==> config.mk <==
export PLATFORM = sky130hd
export DESIGN_NAME = store_narrow_buffer
export DESIGN_NICKNAME = d
export VERILOG_FILES = /design/src/rtl/store_narrow_buffer_pkg.sv /design/src/rtl/store_lane_pack.sv /design/src/rtl/store_narrow_buffer.sv
export SDC_FILE = /design/constraint.sdc
export NUM_CORES = 1
export LEC_CHECK = 0
export CORE_MARGIN = 2
export CORE_UTILIZATION = 53
export DETAILED_ROUTE_END_ITERATION = 6
export GPL_ROUTABILITY_DRIVEN = 0
export GPL_TIMING_DRIVEN = 0
export PLACE_DENSITY = 0.84
export SLEW_MARGIN = 15
export SYNTH_ARGS = -nofsm -noshare
export SYNTH_HDL_FRONTEND = slang
export SYNTH_HIERARCHICAL = 1
export SYNTH_SLANG_ARGS = --single-unit
==> constraint.sdc <==
create_clock -name clk -period 3.5 [get_ports clk]
set_clock_uncertainty 0.15 [all_clocks]
set_input_delay 0.7 -clock clk [delete_from_list [all_inputs] [get_ports clk]]
set_output_delay 0.7 -clock clk [all_outputs]
set_load 0.05 [all_outputs]
==> src/rtl/store_narrow_buffer_pkg.sv <==
// store_narrow_buffer_pkg: shared load/store op encodings and byte-enable constants
package store_narrow_buffer_pkg;
  typedef logic [2:0] mem_op_t;
  // Load extender ops
  localparam mem_op_t EXT_LB  = 3'd0;
  localparam mem_op_t EXT_LH  = 3'd1;
  localparam mem_op_t EXT_LW  = 3'd2;
  localparam mem_op_t EXT_LBU = 3'd3;
  localparam mem_op_t EXT_LHU = 3'd4;
  // Store narrower ops
  localparam mem_op_t ST_WORD = 3'd0;
  localparam mem_op_t ST_HALF = 3'd1;
  localparam mem_op_t ST_BYTE = 3'd2;
  localparam logic [3:0] BE_ALL = 4'b1111;
endpackage

==> src/rtl/store_lane_pack.sv <==
// store_lane_pack: replicates store data into byte lanes, builds byte enables and flags misalignment
module store_lane_pack
  import store_narrow_buffer_pkg::*;
(
  input  logic [1:0]  i_addr,
  input  logic [31:0] i_data,
  input  logic [2:0]  i_op,
  output logic [31:0] o_wdata,
  output logic [3:0]  o_be,
  output logic        o_misalign
);
  // Lane replication, enables and alignment are pure functions of size and low address bits
  always_comb begin
    o_wdata    = i_op == ST_BYTE ? {4{i_data[7:0]}} :
                 i_op == ST_HALF ? {2{i_data[15:0]}} : i_data;
    o_be       = i_op == ST_BYTE ? 4'b0001 << i_addr :
                 i_op == ST_HALF ? (i_addr[1] ? 4'b1100 : 4'b0011) :
                 i_op == ST_WORD ? BE_ALL : 4'b0000;
    o_misalign = i_op == ST_WORD ? i_addr != 2'b00 :
                 i_op == ST_HALF ? i_addr[0] :
                 i_op != ST_BYTE;
  end
endmodule

==> src/rtl/store_narrow_buffer.sv <==
// store_narrow_buffer: narrows MEM-stage stores into byte lanes and queues them toward data memory
module store_narrow_buffer
  import store_narrow_buffer_pkg::*;
#(
  parameter int DEPTH = 4,
  parameter int AW    = 32
) (
  input  logic          clk,
  input  logic          reset_n,
  input  logic          in_valid,
  output logic          in_ready,
  input  logic [AW-1:0] in_addr,
  input  logic [31:0]   in_data,
  input  logic [2:0]    in_op,
  output logic          mem_valid,
  input  logic          mem_ready,
  output logic [AW-1:0] mem_addr,
  output logic [31:0]   mem_wdata,
  output logic [3:0]    mem_be,
  output logic          pending,
  output logic          err_align,
  output logic [AW-1:0] err_addr
);
  localparam int PW = $clog2(DEPTH);
  logic [AW-3:0] r_addr_q [DEPTH];
  logic [31:0]   r_data_q [DEPTH];
  logic [3:0]    r_be_q   [DEPTH];
  logic [PW:0]   r_count;
  logic [PW-1:0] r_wptr, r_rptr;
  logic          r_err;
  logic [AW-1:0] r_err_addr;
  logic [31:0]   w_wdata;
  logic [3:0]    w_be;
  logic          w_misalign, w_full, w_empty, w_accept, w_push, w_pop;

  store_lane_pack u_pack (
    .i_addr     (in_addr[1:0]),
    .i_data     (in_data),
    .i_op       (in_op),
    .o_wdata    (w_wdata),
    .o_be       (w_be),
    .o_misalign (w_misalign)
  );

  // Handshake decode; ready and valid come only from the registered count
  always_comb begin
    w_full   = r_count == (PW+1)'(DEPTH);
    w_empty  = r_count == '0;
    w_accept = in_valid && !w_full;
    w_push   = w_accept && !w_misalign;
    w_pop    = !w_empty && mem_ready;
  end

  // Entry storage holds already-narrowed stores; contents need no reset since count gates them
  always_ff @(posedge clk) begin
    if (w_push) begin
      r_addr_q[r_wptr] <= in_addr[AW-1:2];
      r_data_q[r_wptr] <= w_wdata;
      r_be_q[r_wptr]   <= w_be;
    end
  end

  // Pointers wrap naturally at DEPTH; count tracks occupancy including the full state
  always_ff @(posedge clk or negedge reset_n) begin
    if (!reset_n) begin
      r_count <= '0;
      r_wptr  <= '0;
      r_rptr  <= '0;
    end else begin
      r_count <= r_count + (PW+1)'(w_push) - (PW+1)'(w_pop);
      if (w_push) r_wptr <= r_wptr + PW'(1);
      if (w_pop)  r_rptr <= r_rptr + PW'(1);
    end
  end

  // Rejected stores pulse the error flag for one cycle and latch the offending address
  always_ff @(posedge clk or negedge reset_n) begin
    if (!reset_n) begin
      r_err      <= 1'b0;
      r_err_addr <= '0;
    end else begin
      r_err <= w_accept && w_misalign;
      if (w_accept && w_misalign) r_err_addr <= in_addr;
    end
  end

  // Head entry is presented only while occupied, otherwise outputs read as zero
  always_comb begin
    in_ready  = !w_full;
    mem_valid = !w_empty;
    pending   = !w_empty;
    mem_addr  = w_empty ? '0 : {r_addr_q[r_rptr], 2'b00};
    mem_wdata = w_empty ? '0 : r_data_q[r_rptr];
    mem_be    = w_empty ? '0 : r_be_q[r_rptr];
    err_align = r_err;
    err_addr  = r_err_addr;
  end
endmodule

==> impl_metrics.toml <==
[clocking]
cts_tree = "yes"
clockBufferDepth = 3
clock_latency_ns = 0.55
clock_sinks = 304
cts-root-buf = "clkbuf_16"
postCtsSetupRepairBufs = 0
cts_buffers = 30
path_clk_slew_ns = 0.06
htreeDepth = 1

[placement]
hpwl_mm = 17.1
pre_cts_slack_ns = -0.727
port_buffers = 171
dp_cells = 1114

[timing]
hold_viol = 0
finalSetupViolCount = 0
maxSlewViolCount = 0
relSlewSlack_pct = 56.3
fin_tns_setup_ns = 0
fin_crit_ns = 3.41
tightest_slew_ns = 0.649
period_share_pct = 97.4
grt_setup_unrepaired = "no"
fin_ws_ns = 0.0923
max_freq_mhz = 293

[global_routing]
grtUsageTotal_pct = 21.7
antenna_found_initial = 3
grt_start_max_net_pins = 44
grt_pass1_vias = 6810
grt_pass1_wl_mm = 39.7
grt_overflow_total = 0

[routing]
top_layer_used = "met5"
wl_per_cell_um = 22.6
drtPass1Iterations = 5
drc_errors = 0
wl_met2_mm = 13.6
ant_nets = 0
avgViaCountPerCell = 5.57
met3_length_mm = 1.44
routed_wl_mm = 26.4
initialDrtViolationCount = 401
drt-met1-wl_mm = 10.6
dr_total_vias = 6514

[logic_synthesis]
synth_top_flop_cell = "edfxtp_1"
synth_warnings = 6
synth_edf_count = 264
ys_ff_latch = 304
synth_top_area_share_pct = 63.8
synth_area_per_cell_um2 = 20.1
synth_area_leaders = "edfxtp_1 (64%), mux4_2 (12%), dfrtp_1 (8.1%), and2_1 (3.6%), mux2_4 (3.5%)"
yosysTopAreaCell = "edfxtp_1"
synthTopCellsByCount = "edfxtp_1 (264), and2_1 (71), mux4_2 (66)"
yosysMostFrequentCell = "edfxtp_1"
yosysUniqueCellTypes = 37
async_flop_share_pct = 13.2
synth_cells = 618
seq_area_frac_synth_pct = 71.9
synth_area_um2 = 12400

[power_and_ir_drop]
ir_drop_v = 0.000540
power_mw = 14.1
powerDensity_nw_per_um2 = 892
p_leak_nw = 5.57

[layout]
multiInputGateArea_um2 = 3190
syn2layout_area_growth_pct = 27.2
regArea_um2 = 8930
layoutNonFillerInstCount = 1170
fin_nets = 904
n_fill_cell = 1530
drive_gt1_share_pct = 25.3

[outcome]
status = "finished clean"

[worst_setup_path]
crit_path_max_fanout = 10
worst-r2r-cell-count = 8
critPathKind = "flip-flop to primary output"
r2r_slack_ns = 0.90
critPathCaptureType = "primary output"
crit_arrival_ns = 2.56
worstPathRequired_ns = 2.65
cp-start-kind = "flip-flop"
r2r-end = "r_count[2]"
r2r-start = "r_count[1]"

[floorplan]
die_y_um = 157
start_util_pct = 53.4
core_area_um2 = 23300
fp.dieW_um = 157
die-area_um2 = 24700
rows = 56
num_io_pins = 175

[min_path]
holdPathStages = 1
hp-start = "err_addr[25]"
holdCritPathClass = "flip-flop to flip-flop"
whs_endpoint = "err_addr[25]"

[job]
maxCapViolations = 0
==> critical path, cell delays in order (launching register included) <==
cell and delay [ns]:
dfrtp_1 0.40, or3_4 0.48, clkbuf_4 0.25, clkbuf_1 0.24, and2_1 0.22, dlygate4sd2_1 0.42
==> metrics by stage <==
stage	instance area [um^2]	hold WS, ns	utilization [%]
3_5_place_dp	14700	0.344	63.0
2_1_floorplan	12400	0.254	-
5_1_grt	15800	0.376	67.9
3_3_place_gp	14500	0.340	62.5
4_1_cts	15800	0.362	67.9
6_report	15800	0.357	67.9
==> sequential cells by signal, indices dropped and copies added, names as in the netlist <==
name       cells
r_data_q     128
r_addr_q     120
err_addr      32
r_be_q        16
r_count        3
r_rptr         2
r_wptr         2
err_align      1
==> layer usage <==
metal	global-route usage, %	vias up
met4	7.88	4
met3	3.17	62
met1	28.8	3370
li1	-	2856
met5	0	-
met2	36.9	222
==> timing repair <==
item	in CTS	in global routing
endpoints found under the setup margin	68	23
gates resized for setup	89	13
hold buffers	1	0
endpoints found under the hold margin	17	0
==> cells by family after synthesis <==
group	count (synthesis)	synth area share, %
xor+xnor	5	0.353
simple gates	99	5.28
mux	115	17.3
other cells	1	0.0302
compound gates	34	1.81
flops	304	71.9
buf+inv	53	2.58
fa+ha+maj	7	0.766
==> cell type report <==
type	instances	area share [%]
timing repair buffer	177	11.2
antenna	1	0.0158
buffer	44	2.06
clock buffer	33	5.02
multi-input combinational	262	20.2
tap	319	2.53
sequential	304	56.5
inverter	7	0.166
clock inverter	23	2.30
==> report_power, final <==
part | internal, mW | switching, mW
Clock | 2.30 | 1.36
Sequential | 4.28 | 0.158
Combinational | 2.16 | 3.82
Total | 8.75 | 5.33
==> cells in the final DEF (no fill, tap or decap), types with 4 or more instances in the layout <==
master	instances
clkbuf_1	11
dlygate4sd2_1	56
mux2_4	29
nor3b_1	16
mux4_2	66
xnor2_1	4
nand2b_1	4
buf_12	5
mux2_2	10
clkdlybuf4s50_1	103
buf_6	4
edfxtp_1	264
and2_4	4
a21oi_1	12
dfrtp_1	39
a221oi_1	8
clkdlybuf4s15_2	5
o21ai_0	6
clkbuf_4	4
buf_2	6
mux2_1	10
inv_1	7
and2_1	67
buf_4	16
ha_1	6
clkinv_2	5
clkbuf_16	31
bufinv_16	9
==> how the worst max path moves through the flow <==
stage               start             end  slack, ns
2_1_floorplan    in_op[1]  r_addr_q[0][0]       0.32
3_3_place_gp     in_op[0]  r_data_q[1][6]      -1.15
3_5_place_dp     in_op[0]      r_count[2]      -0.73
4_1_cts         r_rptr[0]   mem_wdata[30]     0.0006
5_1_grt        r_count[1]   mem_wdata[12]      0.003
6_report       r_count[1]   mem_wdata[12]       0.09
(Power assumes the default switching activity.)
